===== src/rtl/core_mem_arbiter_if.sv =====
// Bundle of core-side request/response and memory-port signals for the shared data memory arbiter.
// The slave modport is the arbiter's view; master is the cores-plus-memory side.
interface core_mem_arbiter_if #(
    parameter int CORE_COUNT = 2,
    parameter int ADDR_WIDTH = 12,
    parameter int DATA_WIDTH = 12
);
    logic [CORE_COUNT-1:0]            core_req;
    logic [CORE_COUNT-1:0]            core_we;
    logic [CORE_COUNT*ADDR_WIDTH-1:0] core_addr;
    logic [CORE_COUNT*DATA_WIDTH-1:0] core_wdata;
    logic [CORE_COUNT-1:0]            core_gnt;
    logic [CORE_COUNT-1:0]            core_rvalid;
    logic [DATA_WIDTH-1:0]            core_rdata;
    logic                             mem_en;
    logic                             mem_we;
    logic [ADDR_WIDTH-1:0]            mem_addr;
    logic [DATA_WIDTH-1:0]            mem_wdata;
    logic [DATA_WIDTH-1:0]            mem_rdata;

    modport slave (
        input  core_req, core_we, core_addr, core_wdata, mem_rdata,
        output core_gnt, core_rvalid, core_rdata, mem_en, mem_we, mem_addr, mem_wdata
    );

    modport master (
        output core_req, core_we, core_addr, core_wdata, mem_rdata,
        input  core_gnt, core_rvalid, core_rdata, mem_en, mem_we, mem_addr, mem_wdata
    );
endinterface


===== src/rtl/core_mem_arbiter.sv =====
// Round-robin arbiter sharing one single-port synchronous data memory between CORE_COUNT cores.
// Each access is one ACCESS cycle; reads then wait MEM_LATENCY cycles for the memory data.
module core_mem_arbiter #(
    parameter int CORE_COUNT  = 2,
    parameter int ADDR_WIDTH  = 12,
    parameter int DATA_WIDTH  = 12,
    parameter int MEM_LATENCY = 1
) (
    input  logic                clk,
    input  logic                rst,
    core_mem_arbiter_if.slave   bus,
    output logic                busy
);
    localparam int IDX_W = $clog2(CORE_COUNT);
    localparam int CNT_W = (MEM_LATENCY > 1) ? $clog2(MEM_LATENCY) : 1;

    typedef enum logic [1:0] {
        IDLE   = 2'd0,
        ACCESS = 2'd1,
        WAIT   = 2'd2
    } state_t;

    state_t           state, state_next;
    logic [IDX_W-1:0] winner, winner_next;
    logic [IDX_W-1:0] last_grant, last_grant_next;
    logic [CNT_W-1:0] count, count_next;
    logic [IDX_W-1:0] rr_pick;
    logic [IDX_W-1:0] rr_idx;
    logic             rr_found;

    // First requester strictly after last_grant, wrapping modulo CORE_COUNT.
    always_comb begin
        rr_pick  = last_grant;
        rr_idx   = last_grant;
        rr_found = 1'b0;
        for (int i = 0; i < CORE_COUNT; i++) begin
            rr_idx = (rr_idx == IDX_W'(CORE_COUNT - 1)) ? '0 : rr_idx + 1'b1;
            if (!rr_found && bus.core_req[rr_idx]) begin
                rr_pick  = rr_idx;
                rr_found = 1'b1;
            end
        end
    end

    always_ff @(posedge clk) begin
        if (rst) begin
            state      <= IDLE;
            winner     <= '0;
            last_grant <= IDX_W'(CORE_COUNT - 1);
            count      <= '0;
        end else begin
            state      <= state_next;
            winner     <= winner_next;
            last_grant <= last_grant_next;
            count      <= count_next;
        end
    end

    // Outputs are forced to zero while rst is high, even before the state register has cleared.
    always_comb begin
        state_next      = state;
        winner_next     = winner;
        last_grant_next = last_grant;
        count_next      = count;
        bus.core_gnt    = '0;
        bus.core_rvalid = '0;
        bus.core_rdata  = '0;
        bus.mem_en      = 1'b0;
        bus.mem_we      = 1'b0;
        bus.mem_addr    = '0;
        bus.mem_wdata   = '0;
        busy            = 1'b0;

        if (!rst) begin
            busy = (state != IDLE);
            case (state)
                IDLE: begin
                    if (|bus.core_req) begin
                        winner_next = rr_pick;
                        state_next  = ACCESS;
                    end
                end
                ACCESS: begin
                    bus.mem_en           = 1'b1;
                    bus.mem_we           = bus.core_we[winner];
                    bus.mem_addr         = bus.core_addr[int'(winner)*ADDR_WIDTH +: ADDR_WIDTH];
                    bus.mem_wdata        = bus.core_wdata[int'(winner)*DATA_WIDTH +: DATA_WIDTH];
                    bus.core_gnt[winner] = 1'b1;
                    last_grant_next      = winner;
                    if (bus.core_we[winner]) begin
                        state_next = IDLE;
                    end else begin
                        count_next = CNT_W'(MEM_LATENCY - 1);
                        state_next = WAIT;
                    end
                end
                WAIT: begin
                    if (count == '0) begin
                        bus.core_rvalid[winner] = 1'b1;
                        bus.core_rdata          = bus.mem_rdata;
                        state_next              = IDLE;
                    end else begin
                        count_next = count - 1'b1;
                    end
                end
                default: state_next = IDLE;
            endcase
        end
    end
endmodule

===== src/flat_wrapper.sv =====
// flat-port wrapper written by rule: the top's interface ports become plain ports
module core_mem_arbiter_flat 
#(
    parameter int CORE_COUNT  = 2,
    parameter int ADDR_WIDTH  = 12,
    parameter int DATA_WIDTH  = 12,
    parameter int MEM_LATENCY = 1
)
  (clk, rst, busy, bus_core_req, bus_core_we, bus_core_addr, bus_core_wdata, bus_mem_rdata, bus_core_gnt, bus_core_rvalid, bus_core_rdata, bus_mem_en, bus_mem_we, bus_mem_addr, bus_mem_wdata);
  core_mem_arbiter_if #(.CORE_COUNT(CORE_COUNT), .ADDR_WIDTH(ADDR_WIDTH), .DATA_WIDTH(DATA_WIDTH)) bus_i ();
  input  logic clk;
  input  logic rst;
  output logic busy;
  input wire logic [$bits(bus_i.core_req)-1:0] bus_core_req;
  input wire logic [$bits(bus_i.core_we)-1:0] bus_core_we;
  input wire logic [$bits(bus_i.core_addr)-1:0] bus_core_addr;
  input wire logic [$bits(bus_i.core_wdata)-1:0] bus_core_wdata;
  input wire logic [$bits(bus_i.mem_rdata)-1:0] bus_mem_rdata;
  output wire logic [$bits(bus_i.core_gnt)-1:0] bus_core_gnt;
  output wire logic [$bits(bus_i.core_rvalid)-1:0] bus_core_rvalid;
  output wire logic [$bits(bus_i.core_rdata)-1:0] bus_core_rdata;
  output wire logic [$bits(bus_i.mem_en)-1:0] bus_mem_en;
  output wire logic [$bits(bus_i.mem_we)-1:0] bus_mem_we;
  output wire logic [$bits(bus_i.mem_addr)-1:0] bus_mem_addr;
  output wire logic [$bits(bus_i.mem_wdata)-1:0] bus_mem_wdata;
  assign bus_i.core_req = bus_core_req;
  assign bus_i.core_we = bus_core_we;
  assign bus_i.core_addr = bus_core_addr;
  assign bus_i.core_wdata = bus_core_wdata;
  assign bus_i.mem_rdata = bus_mem_rdata;
  assign bus_core_gnt = bus_i.core_gnt;
  assign bus_core_rvalid = bus_i.core_rvalid;
  assign bus_core_rdata = bus_i.core_rdata;
  assign bus_mem_en = bus_i.mem_en;
  assign bus_mem_we = bus_i.mem_we;
  assign bus_mem_addr = bus_i.mem_addr;
  assign bus_mem_wdata = bus_i.mem_wdata;
  core_mem_arbiter #(.CORE_COUNT(CORE_COUNT), .ADDR_WIDTH(ADDR_WIDTH), .DATA_WIDTH(DATA_WIDTH), .MEM_LATENCY(MEM_LATENCY)) u_core (.clk(clk), .rst(rst), .bus(bus_i), .busy(busy));
endmodule

===== config.mk =====
export PLATFORM = sky130hd
export DESIGN_NAME = core_mem_arbiter_flat
export DESIGN_NICKNAME = d
export VERILOG_FILES = /design/src/rtl/core_mem_arbiter_if.sv /design/src/rtl/core_mem_arbiter.sv /design/src/flat_wrapper.sv
export SDC_FILE = /design/constraint.sdc
export NUM_CORES = 1
export LEC_CHECK = 0
export BUFFER_PORTS_ARGS = -buffer_cell sky130_fd_sc_hd__buf_2
export CORE_MARGIN = 2
export CORE_UTILIZATION = 25
export DETAILED_ROUTE_END_ITERATION = 10
export PLACE_DENSITY = 0.75
export SLEW_MARGIN = 20
export SYNTH_ARGS = -nofsm -noshare
export SYNTH_HDL_FRONTEND = slang
export SYNTH_SLANG_ARGS = --single-unit

===== constraint.sdc =====
create_clock -name clk -period 1.1 [get_ports clk]
set_input_delay 0.11 -clock clk [delete_from_list [all_inputs] [get_ports clk]]
set_output_delay 0.11 -clock clk [all_outputs]
set_load 0.02 [all_outputs]

# After elaboration in Yosys (flattened, before gate mapping)
# Cells that the tools add are included.
word_totals:
  reg_bits: 5
  inputBits: 66
  output_inout_bits: 43
  word_cells: 66
op_classes:
  add_sub_neg: 3
  multipliers: 1
  magnitude_cmp: 4
  n_eq_ne: 5
  shifts: 2
  n_mux: 37
  n_reduce_logical: 10
ops:
  columns: ["cell", "count"]
  rows:
  - ["12-bit two-way mux", 7]
  - ["24-bit by 32-bit variable part select with 12-bit output", 2]
  - ["1-bit two-way mux", 19]
  - ["2-bit two-way mux", 8]
  - ["1-bit by 2-bit < comparator with 1-bit output, second input constant", 3]
  - ["2-bit case mux with 3 select lines", 1]
  - ["2-bit AND reduction", 3]
  - ["2-bit inequality test, second input constant", 2]
  - ["2-bit nonzero test", 2]
  - ["1-bit by 2-bit multiplier with 3-bit output, second input constant", 1]
  - ["1-bit adder, second input constant", 2]
  - ["2-bit by 1-bit equality test with 1-bit output, second input constant", 1]
  - ["2-bit equality test, second input constant", 1]
  - ["1-bit logical AND", 2]
  - ["2-bit logical NOT", 1]
  - ["2-bit by 1-bit inequality test with 1-bit output, second input constant", 1]
  - ["1-bit case mux with 2 select lines", 1]
  - ["2-bit OR reduction", 1]
  - ["1-bit demux with 1-bit select", 1]
  - ["1-bit greater-or-equal comparator, second input constant", 1]
  - ["1-bit logical NOT", 1]
  - ["1-bit subtractor, second input constant", 1]

# Logic depth before layout (Yosys ltp)
# Gate-level depths: netlist of run 1.
depth:
  word_depth: 8
  depth_mapped: 4
  depth_no_buf: 2

# Worst setup path before layout of run 1
# OpenSTA, ideal clock, no wires.
synth_path:
  kind: "reg2out"
  start: "register u_core.state[0]"
  end: "output port bus_mem_wdata[10]"
  arrival_time_ns: 1.323
  t_required_ns: 0.990
  slack_ns: -0.333
  path_stages_with_launch: 5
  cell_sequence: "dfxtp_1 > or3b_1 > buf_6 > buf_6 > nor2_1"
synth_between:
  elab_chain_cells: 3
synth_lines:
  columns: ["element", "line", "source"]
  rows:
  - ["start, declared", "core_mem_arbiter.sv:23", "state_t state, state_next;"]
  - ["start signal, assigned", "core_mem_arbiter.sv:52", "state <= state_next;"]
  - ["2-bit by 1-bit equality test with 1-bit output", "core_mem_arbiter.sv:76", "case (state)"]
  - ["12-bit two-way mux", "core_mem_arbiter.sv:76", null]
  - ["12-bit two-way mux", "core_mem_arbiter.sv:74", "if (!rst) begin"]
  - ["end, declared", "flat_wrapper.sv:25", "output wire logic [$bits(bus_i.mem_wdata)-1:0] bus_mem_wdata;"]
# Every way passes these cells.

# Worst setup path in the final report of run 1
layout_path:
  start: "register u_core.state[1]"
  end: "output port bus_mem_addr[2]"
layout_between:
  elab_chain_cells: 3
layout_lines:
  columns: ["element", "line", "source"]
  rows:
  - ["2-bit by 1-bit equality test with 1-bit output", "core_mem_arbiter.sv:76", null]
  - ["12-bit two-way mux", "core_mem_arbiter.sv:76", null]
  - ["12-bit two-way mux", "core_mem_arbiter.sv:74", null]
  - ["end, declared", "flat_wrapper.sv:24", "output wire logic [$bits(bus_i.mem_addr)-1:0] bus_mem_addr;"]
# Every way passes these cells.

==> results.cfg, run 1 <==
[floorplanning]
io_pins = 109
die_x_um = 55.94
num_rows = 18
initial_utilization_pct = 26.74
die-area_sq_mm = 0.003129
core_area_sq_mm = 0.002522
die_h_um = 55.94

[timing]
tightest_slew_ns = 0.3213
hold_viol_final = 0
fin_tns_setup_ns = -16.54
rsz0062_at_grt = yes
period_minus_slack_ns = 1.561
max_freq_ghz = 0.6405
fin_ws_ns = -0.4612
finalCritPeriodShare_pct = 141.9
finClkSkew_ns = 0.002355
relSlewSlack_pct = 77.97
setup_viol_count_final = 45
slew_violations = 0
hold_ws_ns = 0.1521

[synth]
synth_largest_area_cell = mux2i_1
ys_ff_latch = 4
syn-cell-area_sq_um = 674.4
synth_cell_types = 20
synth_edf_count = 0
seq_area_frac_synth_pct = 11.87
synth_top_area_share_pct = 37.11
synth.top_cells.by_area = mux2i_1, nor2_1, and2_1, dfxtp_1, buf_6
postSynth.asyncResetShare_pct = 0
synth_ff_type = dfxtp_1
synth_nets = 159
postSynthCellCount = 93
yosysWarningCount = 0
synth_area_per_cell_sq_um = 7.252

[detailed_routing]
dr_wl_met2_mm = 2.011
route.top_layer_used = met4
drt_iter0_markers = 18
dr_wl_met3_um = 186
route.detailed.drc = 0
detail_route.wl_per_cell_um = 14.33
vias_per_cell = 4.711
vias = 1140
detail-route-antenna-nets = 0
wl_met1_mm = 1.222
drt_wl_total_mm = 3.469
first_pass_iters = 4

[grt]
grt_max_degree = 15
grt_pass1_vias = 1118
overflow = 0
track_usage_pct = 19.36
grt_pass1_wl_mm = 4.740
antenna_found_initial = 0

[placement]
portBuffers = 108
gp_congestion = 0.8062
detailedPlace.worstSlack_ns = -0.1925
dp_hpwl_mm = 2.201
dpl.cell_count = 234

[worst_setup_path]
arrival_ns = 1.45
start_kind = flip-flop
r2r_start = u_core.state[0]
crit_required_ns = 0.99
timing.reg2reg.setup_slack_ns = -0.19
crit_type = flip-flop to output pin
reg2reg_to = u_core.winner
critical_path.max_fanout = 7
reg2reg_depth = 4
end_kind = output pin

[power_and_ir_drop]
p_leak_nw = 0.9296
vdd_ir_drop_max_v = 0.0004360
p_per_area_mw_per_mm2 = 557.1

[cts]
numClockSinks = 4
clk_path_buf_depth = 2
cts_tree = yes
path_clk_slew_ns = 0.04
cts-root-buf = clkbuf_4
clock_latency_ns = 0.24
cts_buffers = 3
h-tree-depth = 1

[final_layout]
layout-drive-gt1-share_pct = 83.02
nets = 280
diodes = 0
nFillCells = 166
layoutNonFillerInstCount = 242
final_util_pct = 76.29
syn2layout_area_growth_pct = 185.3

[job]
maxCapViolCount = 0

[worst_hold_path]
hp-start = bus_core_req[0]
holdPathEnd = u_core.state[0]
holdPathStages = 2
hp-class = input port to flip-flop

[status]
status = finished with violations
violations = negative setup slack
## through the flow
stage | cell area [sq um] | power, mW
after floorplan | 792.0 | 0.4881
after global placement | 1433 | 0.7054
after detailed placement | 1433 | 0.7117
after CTS | 1713 | 0.9789
after global routing | 1924 | 1.139
final | 1924 | 1.072
## power by group
group	switching [mW]	total, mW	leakage (nW)	internal (mW)
Sequential	0.0125	0.171	0.0344	0.159
Combinational	0.338	0.713	0.881	0.374
Clock	0.0659	0.188	0.0138	0.122
Total	0.417	1.07	0.930	0.656
## critical path: stages (launching register included)
cell     delay [ns]
dfxtp_2        0.32
or3b_4         0.46
buf_12         0.17
nor2_2         0.11
buf_4          0.15
## metal layers
metal	vias up	track usage, %
met5	-	0
met4	0	8.503
met3	6	3.721
met2	59	39.12
met1	525	18.49
li1	550	-
## worst max-delay path by stage
stage	from	endpoint	slack [ns]	depth (start not counted)
final	u_core.state[1]	bus_mem_addr[2]	-0.46	4
after CTS	u_core.state[0]	bus_mem_addr[11]	-0.42	4
after floorplan	u_core.state[0]	bus_core_gnt[0]	-0.19	4
after global routing	u_core.state[1]	bus_mem_addr[2]	-0.51	4
after detailed placement	u_core.state[1]	bus_mem_addr[11]	-0.19	4
after global placement	u_core.state[0]	bus_core_rdata[8]	-0.19	5
## cell families (layout without fill, tap and decap cells)
logic type | Yosys count | in the layout | share of synthesized area [%]
DFF | 4 | 4 | 11.87
and+or+nand+nor | 50 | 50 | 36.74
muxes | 25 | 25 | 37.11
buffers and inverters | 10 | 129 | 8.904
AOI/OAI and AO/OA | 4 | 4 | 5.381
## layout by cell type, fill, tap and decap left out, types with 2 or more instances in the layout
cell | Yosys | layout
nor2_2 | 0 | 6
nor2_1 | 29 | 2
nor2_4 | 0 | 21
clkbuf_4 | 0 | 3
inv_1 | 3 | 2
buf_6 | 2 | 43
and2_4 | 0 | 14
or3b_4 | 0 | 2
buf_12 | 0 | 4
buf_2 | 3 | 65
dfxtp_2 | 0 | 2
buf_4 | 1 | 9
mux2i_1 | 25 | 24
## registers in the layout, summed over array words and instances, names as in the netlist
name,count
u_core.state,2
u_core.last_grant,1
u_core.winner,1
## synthesized netlist by cell type, types with 2 or more instances
| cell type | number |
|---|---|
| nor2_1 | 29 |
| mux2i_1 | 25 |
| and2_1 | 14 |
| dfxtp_1 | 4 |
| buf_2 | 3 |
| inv_1 | 3 |
| buf_6 | 2 |
## what timing repair did
action	CTS	global route
setup endpoints to repair	44	45
pin swaps	5	21
cloned	1	1
setup buffers	1	2
gates resized for setup	78	50
hold buffers	0	0
## layout make-up
type	instances	area [sq um]	area share, %
clock buffers	3	22.52	1.170
well taps	30	37.54	1.951
flip-flops and latches	4	86.33	4.486
repair buffers	123	997.2	51.82
multi-input cells	79	769.5	39.99
inverters	3	11.26	0.5852
Note: power is estimated with default switching activity, not from simulation.
==> run 2, diff against run 1 <==
--- a/config.mk
+++ b/config.mk
@@ -9,6 +9,7 @@
 export CORE_MARGIN = 2
 export CORE_UTILIZATION = 25
 export DETAILED_ROUTE_END_ITERATION = 10
+export HOLD_SLACK_MARGIN = 0.03
 export PLACE_DENSITY = 0.75
 export SLEW_MARGIN = 20
 export SYNTH_ARGS = -nofsm -noshare
==> constraint.sdc (replaced) <==
create_clock -name clk -period 1.1 [get_ports clk]
set_input_delay 0.11 -clock clk [delete_from_list [all_inputs] [get_ports clk]]
set_output_delay 0.11 -clock clk [all_outputs]
set_load 0.01 [all_outputs]
==> run 2 against run 1 <==
The run still ends with negative setup slack left. Via count decreased by 8.6%. Global-route usage decreased by 2.6 points. Clock power about the same. First-iteration DRC count increased by 61%. Die area unchanged. Combinational power decreased by 21%. Sequential power decreased by 2%. Critical path depth unchanged. Non-clock buffer count decreased by 3. Cell count decreased by 1.2%. Highest routed layer is now met3.
==> results.cfg, run 2 (synthesis gave the netlist of run 1 again) <==
[final_layout]
nFillCells = 231
layout-drive-gt1-share_pct = 74.16
largest-register = u_core.state
layout_commonest_cell = buf_2
largest_reg_flops = 2
layout_common_cells = buf_2, mux2i_1, buf_6
final_util_pct = 65.08
syn2layout_area_growth_pct = 143.4
nets = 277
seq_area_sq_um = 82.58
multi_input_area_sq_um = 701.9
diodes = 0
top_regs = u_core.state (2), u_core.last_grant (1), u_core.winner (1)

[cts]
clk_path_buf_depth = 2
h-tree-depth = 1
cts_tree = yes
path_clk_slew_ns = 0.04
post_cts_buffers = 0
clock_latency_ns = 0.24
cts-root-buf = clkbuf_4
cts_buffers = 3
numClockSinks = 4
cts_hold_buf = 0

[detailed_routing]
vias_per_cell = 4.360
drt_wl_total_mm = 2.893
vias = 1042
detail_route.wl_per_cell_um = 12.10
drt_iter0_markers = 29
first_pass_iters = 3
detail-route-antenna-nets = 0
route.detailed.drc = 0

[worst_setup_path]
crit_start = u_core.state[0]
crit_required_ns = 0.99
path_buf_inv = 2
end_kind = output pin
r2r_start = u_core.state[0]
crit_slowest_cell = or3b_4
reg2reg_to = u_core.state[1]
arrival_ns = 1.42
crit_cells = 4
path_cells = or3b_4, clkbuf_16, nor2_1, buf_2
timing.reg2reg.setup_slack_ns = -0.04
endpoint = bus_mem_addr[11]
reg2reg_depth = 3
critical_path.max_fanout = 7
crit_type = flip-flop to output pin
cpPeakStageDelay_ns = 0.44
start_kind = flip-flop
critPathTopFamily = simple AND/OR/NAND/NOR gates

[power_and_ir_drop]
p_int_mw = 0.5824
vdd_ir_drop_max_v = 0.0004624
p_per_area_mw_per_mm2 = 561.9
swShare_pct = 36.86
p_leak_nw = 0.8717
combPwrFrac_pct = 61.2
p_seq_share_pct = 18.1
pwr-share-clk_pct = 20.8
power_switching_mw = 0.3400
total_power_mw = 0.9223

[timing]
hold_viol_final = 0
tightest_slew_ns = 0.3087
hold_ws_ns = 0.1309
finClkSkew_ns = 0.004696
rsz0062_at_grt = yes
fin_ws_ns = -0.4300
max_freq_ghz = 0.6536
period_minus_slack_ns = 1.530
finalCritPeriodShare_pct = 139.1
relSlewSlack_pct = 78.83
slew_violations = 0
setup_viol_count_final = 44

[placement]
portBuffers = 108
gp_congestion = 0.7327
dp_hpwl_mm = 2.143

[grt]
grt_pass1_wl_mm = 4.298
antenna_found_initial = 0
overflow = 0
track_usage_pct = 16.75
grt_max_degree = 22
grt_pass1_vias = 1052

[status]
violations = negative setup slack
status = finished with violations

[floorplanning]
die_h_um = 55.94
die-area_sq_mm = 0.003129
io_pins = 109
initial_utilization_pct = 26.74
num_rows = 18
die_x_um = 55.94
core_area_sq_mm = 0.002522

[job]
maxCapViolCount = 0

[worst_hold_path]
hp-class = input port to flip-flop
run 2: worst min-delay path by stage:
| stage | endpoint | startpoint | slack (ns) | depth (start not counted) |
|---|---|---|---|---|
| finish | u_core.state[0] | bus_core_req[0] | 0.13 | 2 |
| detailed placement | u_core.state[0] | bus_core_req[0] | 0.37 | 2 |
| global placement | u_core.state[0] | bus_core_req[1] | 0.39 | 2 |
| floorplan | u_core.last_grant | rst | 0.20 | 1 |
| CTS | u_core.state[0] | bus_core_req[0] | 0.13 | 2 |
| global route | u_core.state[0] | bus_core_req[0] | 0.13 | 2 |
run 2: power by group through the flow:
| stage | logic [mW] | registers (mW) | clock network, mW |
|---|---|---|---|
| after floorplan | 0.267 | 0.169 | 0 |
| after global placement | 0.468 | 0.168 | 0 |
| after detailed placement | 0.475 | 0.169 | 0 |
| after CTS | 0.490 | 0.166 | 0.200 |
| after global routing | 0.607 | 0.168 | 0.213 |
| final | 0.564 | 0.167 | 0.191 |
run 2: per-layer routing:
layer / global-route usage (%) / vias to the layer above / share of wire [%] / wire, um
met5: 0 / - / 0 / 0
met1: 16.20 / 467 / 34 / 989
met3: 2.791 / 0 / 4.5 / 131
met4: 4.082 / 0 / 0 / 0
li1: - / 541 / - / -
met2: 35.54 / 34 / 61 / 1772
run 2: stage by stage:
stage                     instances  setup TNS [ns]  cell area, sq um  worst slack [ns]
after floorplan                  93          -3.355             770.7           -0.1194
after global placement          234          -3.868              1389           -0.1326
after detailed placement        234          -4.616              1389           -0.1449
after CTS                       238          -15.72              1455           -0.4188
after global routing            239          -17.76              1642           -0.4598
final                           239          -15.61              1642           -0.4300
run 2: layout make-up:
| cell class | count | share of cell area [%] |
|---|---|---|
| Timing Repair Buffer | 120 | 47.87 |
| Sequential cell | 4 | 5.031 |
| Multi-Input combinational cell | 79 | 42.76 |
| Inverter | 3 | 0.6860 |
| Tap cell | 30 | 2.287 |
| Clock buffer | 3 | 1.372 |
run 2: what timing repair did:
action,CTS,global route
pin swaps,4,15
resized for setup,8,39
setup endpoints to repair,44,45
cloned,1,1
endpoints found under the hold margin,0,0
==> run 3, diff against run 2 <==
--- a/config.mk
+++ b/config.mk
@@ -5,9 +5,10 @@
 export SDC_FILE = /design/constraint.sdc
 export NUM_CORES = 1
 export LEC_CHECK = 0
+export ABC_AREA = 1
 export BUFFER_PORTS_ARGS = -buffer_cell sky130_fd_sc_hd__buf_2
 export CORE_MARGIN = 2
-export CORE_UTILIZATION = 25
+export CORE_UTILIZATION = 29
 export DETAILED_ROUTE_END_ITERATION = 10
 export HOLD_SLACK_MARGIN = 0.03
 export PLACE_DENSITY = 0.75
==> run 3 against run 2 <==
The run still ends with negative setup slack left. Largest power group unchanged. Highest routed layer unchanged. Combinational power grew 6.0%. Wire length rose by 14%. Register-to-register slack gained 0.13 ns. Die area increased by 12%. Power increased by 2.9%. First-iteration DRC count is 140% higher.
==> results.cfg, run 3 <==
[power_and_ir_drop]
total_power_mw = 0.9494
p_per_area_mw_per_mm2 = 574.8
vdd_ir_drop_max_v = 0.0002503
p_leak_nw = 1.095

[synth]
synth_area_per_cell_sq_um = 4.719
synthSimpleGateAreaFrac_pct = 72.64
seq_area_frac_synth_pct = 9.027
synth_edf_count = 0
netlist_top_cells_count = nand2_1, nor2_1, inv_1
syn-cell-area_sq_um = 887.1
synth_largest_area_cell = nand2_1
synth_nets = 254
synth_top_area_share_pct = 43.58
synth_top_family_by_area = simple AND/OR/NAND/NOR gates
synth.area.mux_share_pct = 0
synth_compound_area_share_pct = 1.128
synth.top_cells.by_area = nand2_1, nor2_1, dfxtp_1, nor2_2, buf_6
ys_ff_latch = 4
postSynthCellCount = 188
yosysWarningCount = 0
synthMostInstantiatedCell = nand2_1
postSynth.asyncResetShare_pct = 0
synth_cell_types = 18
synth_xor_area_share_pct = 0
synth_ff_type = dfxtp_1
synthAdderAreaFrac_pct = 0

[detailed_routing]
detail-route-antenna-nets = 0
vias = 1476
first_pass_iters = 4
detail_route.wl_per_cell_um = 9.699
route.detailed.drc = 0
drt_iter0_markers = 70
drt_wl_total_mm = 3.288
vias_per_cell = 4.354

[placement]
detailedPlace.worstSlack_ns = -0.02956
dpl.cell_count = 329
dp_hpwl_mm = 2.495
portBuffers = 108
placed_cell_area_sq_mm = 0.001504
gp_congestion = 0.8172

[cts]
path_clk_slew_ns = 0.04
numClockSinks = 4
clk_path_buf_depth = 2
cts_buffers = 3
h-tree-depth = 1
cts-root-buf = clkbuf_4
cts_tree = yes
clock_latency_ns = 0.23

[timing]
fin_ws_ns = -0.2469
hold_viol_final = 0
tightest_slew_ns = 0.2331
finalCritPeriodShare_pct = 122.4
max_freq_ghz = 0.7425
setup_viol_count_final = 43
rsz0062_at_grt = yes
relSlewSlack_pct = 84.44
slew_violations = 0
finClkSkew_ns = 0.001339
period_minus_slack_ns = 1.347

[final_layout]
layout_common_cells = buf_2, nand2_1, nor2_1
layout-drive-gt1-share_pct = 50.00
multi_input_area_sq_um = 684.4
syn2layout_area_growth_pct = 86.18
design_area_sq_mm = 0.001652
nFillCells = 309
largest-register = u_core.state
layoutNonFillerInstCount = 339
diodes = 0
largest_reg_flops = 2
top_regs = u_core.state (2), u_core.last_grant (1), u_core.winner (1)
seq_area_sq_um = 88.84
nets = 374
final_util_pct = 55.46
layout_commonest_cell = buf_2

[status]
violations = negative setup slack
status = finished with violations

[floorplanning]
num_rows = 20
core_area_sq_mm = 0.002978
die-area_sq_mm = 0.003517
io_pins = 109
die_h_um = 59.31
initial_utilization_pct = 29.79
die_x_um = 59.31

[grt]
grt_pass1_wl_mm = 5.306
overflow = 0
grt_pass1_vias = 1300
grt_max_degree = 21
antenna_found_initial = 0
track_usage_pct = 18.98

[worst_setup_path]
crit_type = flip-flop to output pin
crit_required_ns = 0.99
end_kind = output pin
arrival_ns = 1.24
critical_path.max_fanout = 9
start_kind = flip-flop

[job]
maxCapViolCount = 0

[worst_hold_path]
hp-class = input port to flip-flop
run 3: cell count changes in the layout (fill, tap and decap cells not counted), sizes merged, moves of 2 or more:
| cell | delta |
|---|---|
| and2 | -14 |
| buf | +5 |
| inv | +15 |
| mux2i | -25 |
| nand2 | +103 |
| nand3 | +4 |
| nor2 | +15 |
| or3b | -2 |
run 3: final cells by class:
class	count	share of cell area, %
repair buffers	125	44.77
multi-input cells	156	41.44
flip-flops and latches	4	5.379
inverters	18	4.545
well taps	33	2.500
clock buffers	3	1.364
run 3: power breakdown:
part,internal (mW),switching [mW]
Sequential,0.157,0.0173
Combinational,0.297,0.302
Clock,0.122,0.0551
Total,0.575,0.374
run 3: kinds of logic after synthesis:
family                 after synthesis
AOI/OAI and AO/OA                    2
buffers and inverters               29
DFF                                  4
and+or+nand+nor                    153
run 3: path summary, 6_finish.rpt:
kind	start	endpoint	slack, ns	cells after the start
setup / recovery	u_core.state[1]	bus_mem_wdata[5]	-0.25	5
setup reg to reg	u_core.state[1]	u_core.winner	0.09	6
hold reg to reg	u_core.last_grant	u_core.last_grant	0.47	2
hold / removal	bus_core_we[0]	u_core.state[1]	0.15	4
run 3: worst max-delay path: stages (launching register included):
cell and delay [ns]:
dfxtp_4 0.38, nor2_8 0.18, clkbuf_16 0.18, nand2_1 0.05, nor2_1 0.09, buf_2 0.14
run 3: stage by stage:
stage / setup TNS [ns] / hold slack, ns
after global routing: -10.20 / 0.1710
final: -7.069 / 0.1489
after global placement: -0.01380 / 0.3939
after CTS: -6.841 / 0.1475
after detailed placement: -0.1567 / 0.4053
after floorplan: 0 / 0.1880
run 3: per-layer routing:
layer  vias to the layer above  track usage (%)  wire [um]
li1                        786                -          -
met1                       622            22.19       1327
met2                        68            35.48       1660
met3                         0            2.402        300
met4                         0            5.519          0
met5                         -                0          0
run 3: what timing repair did:
action / CTS / global route
buffers inserted: 4 / 0
setup endpoints to repair: 43 / 43
pin swaps: 4 / 1
gates cloned: 2 / 1
resized for setup: 17 / 2
hold buffers: 0 / 0
hold endpoints to repair: 0 / 0
